[config.mk]
export PLATFORM = sky130hd
export DESIGN_NAME = icache_refill_ctrl
export DESIGN_NICKNAME = d
export VERILOG_FILES = /design/src/rtl/icache_refill_ctrl.sv
export SDC_FILE = /design/constraint.sdc
export NUM_CORES = 1
export LEC_CHECK = 0
export ABC_CLOCK_PERIOD_IN_PS = 1900
export CAP_MARGIN = 20
export CORE_MARGIN = 2
export CORE_UTILIZATION = 30
export DETAILED_ROUTE_END_ITERATION = 7
export PLACE_DENSITY = 0.72
export SLEW_MARGIN = 20
export SYNTH_ARGS = -nofsm -noshare
export SYNTH_HDL_FRONTEND = slang
export SYNTH_SLANG_ARGS = --single-unit
[constraint.sdc]
create_clock -name clk_i -period 1.9 [get_ports clk_i]
set_clock_uncertainty 0.1 [all_clocks]
set_input_delay 0.19 -clock clk_i [delete_from_list [all_inputs] [get_ports clk_i]]
set_output_delay 0.19 -clock clk_i [all_outputs]
set_load 0.01 [all_outputs]
[src/rtl/icache_refill_ctrl.sv]
// I-cache line refill controller: one outstanding line fetch over a four-phase
// req/ready handshake, ending in a single-cycle fill strobe. Define REFILL_TIMEOUT_EN to bound the REQ wait.
`timescale 1ns/100ps
module icache_refill_ctrl #(
    parameter int unsigned ADDR_W         = 32,
    parameter int unsigned LINE_W         = 128,
    parameter int unsigned TIMEOUT_CYCLES = 64
) (
    input  logic              clk_i,
    input  logic              rst_n_i,
    input  logic              miss_valid_i,
    output logic              miss_ready_o,
    input  logic [ADDR_W-1:0] miss_addr_i,
    output logic              mem_req_o,
    output logic [ADDR_W-1:0] mem_addr_o,
    input  logic              mem_ready_i,
    input  logic [LINE_W-1:0] mem_data_i,
    output logic              fill_valid_o,
    output logic [ADDR_W-1:0] fill_addr_o,
    output logic [LINE_W-1:0] fill_data_o,
    output logic              busy_o,
    output logic              refill_err_o
);

    // state     | meaning
    // S_IDLE    | accepting a miss
    // S_REQ     | mem_req held, waiting for synchronized ready
    // S_FILL    | fill_valid strobe cycle
    // S_RELEASE | mem_req low, waiting for memory to drop ready
    typedef enum logic [1:0] {
        S_IDLE    = 2'd0,
        S_REQ     = 2'd1,
        S_FILL    = 2'd2,
        S_RELEASE = 2'd3
    } state_e;

    localparam logic [ADDR_W-1:0] OFFSET_MASK = ADDR_W'(LINE_W / 8 - 1);

    if (TIMEOUT_CYCLES < 1) begin : g_bad_timeout
        $error("TIMEOUT_CYCLES must be at least 1");
    end

    state_e            state_q, state_d;
    logic              rdy_meta_q, rdy_s_q;
    logic [ADDR_W-1:0] addr_q, addr_d;
    logic [LINE_W-1:0] line_q, line_d;
    logic              mem_req_q, mem_req_d;
    logic              fill_valid_q, fill_valid_d;
    logic              miss_ready_q, miss_ready_d;
    logic              busy_q, busy_d;
    logic              err_q, err_d;
    logic              tmo_hit;

    // mem_ready comes from another clock domain
    always_ff @(posedge clk_i) begin
        if (!rst_n_i) begin
            rdy_meta_q <= 1'b0;
            rdy_s_q    <= 1'b0;
        end else begin
            rdy_meta_q <= mem_ready_i;
            rdy_s_q    <= rdy_meta_q;
        end
    end

`ifdef REFILL_TIMEOUT_EN
    localparam int unsigned CNT_W = $clog2(TIMEOUT_CYCLES + 1);

    logic [CNT_W-1:0] tmo_cnt_q, tmo_cnt_d;

    // REQ is only entered from IDLE, so clearing in IDLE clears on entry
    always_comb begin
        tmo_cnt_d = tmo_cnt_q;
        if (state_q == S_IDLE) begin
            tmo_cnt_d = '0;
        end else if (state_q == S_REQ) begin
            tmo_cnt_d = tmo_cnt_q + 1'b1;
        end
    end

    assign tmo_hit = (state_q == S_REQ) && (tmo_cnt_d == CNT_W'(TIMEOUT_CYCLES));

    always_ff @(posedge clk_i) begin
        if (!rst_n_i) begin
            tmo_cnt_q <= '0;
        end else begin
            tmo_cnt_q <= tmo_cnt_d;
        end
    end
`else
    assign tmo_hit = 1'b0;
`endif

    always_comb begin
        state_d      = state_q;
        addr_d       = addr_q;
        line_d       = line_q;
        mem_req_d    = mem_req_q;
        fill_valid_d = 1'b0;
        err_d        = 1'b0;

        case (state_q)
            S_IDLE: begin
                if (miss_valid_i) begin
                    addr_d    = miss_addr_i & ~OFFSET_MASK;
                    mem_req_d = 1'b1;
                    state_d   = S_REQ;
                end
            end
            S_REQ: begin
                // a late ready still beats the timeout on the same edge
                if (rdy_s_q) begin
                    line_d       = mem_data_i;
                    mem_req_d    = 1'b0;
                    fill_valid_d = 1'b1;
                    state_d      = S_FILL;
                end else if (tmo_hit) begin
                    mem_req_d = 1'b0;
                    err_d     = 1'b1;
                    state_d   = S_RELEASE;
                end
            end
            S_FILL: begin
                state_d = S_RELEASE;
            end
            S_RELEASE: begin
                if (!rdy_s_q) begin
                    state_d = S_IDLE;
                end
            end
            default: begin
                mem_req_d = 1'b0;
                state_d   = S_IDLE;
            end
        endcase

        miss_ready_d = (state_d == S_IDLE);
        busy_d       = (state_d != S_IDLE);
    end

    always_ff @(posedge clk_i) begin
        if (!rst_n_i) begin
            state_q      <= S_IDLE;
            addr_q       <= '0;
            line_q       <= '0;
            mem_req_q    <= 1'b0;
            fill_valid_q <= 1'b0;
            miss_ready_q <= 1'b1;
            busy_q       <= 1'b0;
            err_q        <= 1'b0;
        end else begin
            state_q      <= state_d;
            addr_q       <= addr_d;
            line_q       <= line_d;
            mem_req_q    <= mem_req_d;
            fill_valid_q <= fill_valid_d;
            miss_ready_q <= miss_ready_d;
            busy_q       <= busy_d;
            err_q        <= err_d;
        end
    end

    assign miss_ready_o = miss_ready_q;
    assign mem_req_o    = mem_req_q;
    assign mem_addr_o   = addr_q;
    assign fill_valid_o = fill_valid_q;
    assign fill_addr_o  = addr_q;
    assign fill_data_o  = line_q;
    assign busy_o       = busy_q;
    assign refill_err_o = err_q;

endmodule

==> metrics.cfg <==
[synthesis]
muxShareOfSynthArea_pct = 0
synth-simple-area-share_pct = 23.2
synth_top_cells_by_area = dfxtp_1, nand3_1, nand2_1
synth_fa_ha_area_share_pct = 0
yosysUniqueCellTypes = 23
synth_compound_area_share_pct = 13.0
synth_top_family_by_area = simple AND/OR/NAND/NOR gates
synth_top_area_share_pct = 52.6
synth_cells = 760
syn_avg_cell_area_um2 = 8.21
synth_area_leader_cell = dfxtp_1
ys_ff_latch = 164
syn-cell-area_um2 = 6240
yosys_warnings = 0
synth_xor_xnor_area_share_pct = 0
yosysSeqAreaShare_pct = 52.6

[global_route]
grt_max_degree = 90
antenna_found_initial = 0
grt_pass1_vias = 5511
grt_remaining_overflow = 0
grt_pass1_wl_um = 27500
grt_util_all_layers_pct = 15.5

[setup_path]
path_delay_family = buffers and inverters
rr_worst_depth = 3
regToRegSetupSlack_ns = 0.42
critPathMaxFanout = 3
r2r-start = state_q[0]
path_buf_inv = 1
cp.arrival_ns = 1.39
max_stage_delay_ns = 0.57
slowest_stage = clkdlybuf4s50_1
cp_data_required_time_ns = 1.61
cp-end-kind = output pin
start_kind = flip-flop
reg2reg_to = fill_data_o[4]
path_class = reg2out
cp_cell_sequence = clkdlybuf4s50_1

[timing]
max_freq_mhz = 595
final_hold_viol_count = 0
min_period_over_period_pct = 88.4
fin_crit_ns = 1.68
timing.final.ws_setup_ns = 0.220
slew_violations = 0
tns_ns = 0
rsz0062_at_grt = no
finalSetupViolCount = 0

[final_layout]
synthToLayoutAreaGrowth_pct = 64.7
final_common_cell = clkdlybuf4s50_1
seq_area_um2 = 3280
instances_no_fill = 1331
num_antenna_cells = 0
n_fill_cell = 1948
multiInputGateArea_um2 = 2300
final_cell_mix = clkdlybuf4s50_1, dfxtp_1, nand2_1
fin_nets = 1213
drive_gt1_share_pct = 5.18

[floorplanning]
pin_count = 361
start_util_pct = 30.7
core.rowCount = 52
coreArea_um2 = 20300
fp.dieH_um = 148
dieWidth_um = 148
dieArea_um2 = 22000

[power]
p_leak_uw = 0.00355
ir_drop_uv = 556
p_per_area_nw_per_um2 = 776

[detailed_routing]
wire_per_inst_um = 13.3
route.detailed.drc = 0
drt_first_iter_violations = 190
via_per_inst = 4.49
num_vias = 5976
wirelength_um = 17700
drt_pre_antenna_iters = 4
detail-route-antenna-nets = 0

[placed_design]
io_buffers = 347
dpl.hpwl_um = 13100
dp_cells = 1300
place_ws_ns = 0.316
place.gp.congestion = 0.759

[clock_network]
cts_tree = done
cts.sinks = 164
cts_hold_buf = 0
root_buffer = clkbuf_16
clock_path_buffers = 2
cts_setup_buffers = 0
insertion_delay_ns = 0.40
clk_pin_slew_ns = 0.07
cts_buffers = 17
htree_levels = 4
cts_resized = 0

[worst_hold_path]
hold_path_depth = 3
whs_endpoint = fill_data_o[79]
hold_class = in2reg
hold_path_startpoint = rst_n_i

[outcome]
status = finished, final reports clean

[flow_run]
cap_violations = 0

cells by family after synthesis:
| group | count (synthesis) |
|---|---|
| AND/OR/NAND/NOR | 326 |
| flip-flops | 164 |
| AO/OA/AOI/OAI | 161 |
| buffers and inverters | 108 |
| other | 1 |
cells in the mapped netlist:
master    instances
o31ai_1           1
nor3_1            1
clkbuf_2          3
or2_2             1
o21ai_1          52
nand2b_1          2
nor3b_1           1
a21oi_1           3
nand3_1         157
and3b_2           1
conb_1            1
buf_2            15
inv_1             2
o21ai_0         105
buf_4            37
nand3b_1          1
nor2_1            1
and2_1            3
dfxtp_1         164
buf_6            15
clkbuf_1         35
buf_12            1
nand2_1         158
metal layers:
layer | wire (µm) | vias to the layer above | GRT usage (%) | share of wire [%]
met4 | 304 | 0 | 5.19 | 1.7
met1 | 7190 | 2648 | 17.8 | 41
met2 | 8410 | 228 | 25.9 | 47
met5 | 0 | - | 0 | 0
li1 | - | 3083 | - | -
met3 | 1820 | 17 | 6.87 | 10
flip-flops by register name, indices dropped and copies added, names as in the netlist:
register	flops
busy_o	1
fill_addr_o	28
fill_data_o	128
fill_valid_o	1
mem_req_o	1
miss_ready_o	1
rdy_meta_q	1
rdy_s_q	1
state_q	2
report_power, final:
group	internal, µW	switching (µW)	leakage (µW)	total [µW]
registers	3540	66.5	0.00133	3600
clock network	1950	1450	0.000271	3400
logic	597	377	0.00195	973
total	6090	1890	0.00355	7980
per-stage QoR:
stage / cell area (µm²) / hold slack (ns) / util, % / total power (µW)
finish: 10300 / 0.0808 / 50.6 / 7980
global placement: 9700 / 0.319 / 47.8 / 4650
CTS: 10300 / 0.0554 / 50.6 / 8100
detailed placement: 9700 / 0.325 / 47.8 / 4660
global route: 10300 / 0.0722 / 50.6 / 8330
floorplan: 6270 / 0.216 / - / 4050
layout make-up:
class                      instances  area share, %
tap                              270           3.29
sequential                       164           31.9
timing repair buffer             368           36.7
clock inverter                    13           1.46
clock buffer                      18           4.17
inverter                           2         0.0730
multi-input combinational        496           22.4
worst max-delay path by stage:
stage / from / end / slack (ns) / cells past startpoint
2_1_floorplan: state_q[1] / fill_data_o[35] / 0.52 / 6
3_3_place_gp: miss_valid_i / fill_addr_o[10] / 0.35 / 4
5_1_grt: fill_addr_o[31] / mem_addr_o[31] / 0.16 / 1
4_1_cts: fill_addr_o[6] / mem_addr_o[6] / 0.19 / 1
6_report: fill_addr_o[9] / fill_addr_o[9] / 0.22 / 1
3_5_place_dp: miss_valid_i / fill_addr_o[13] / 0.32 / 5
Power figures use the tool's default switching activity.
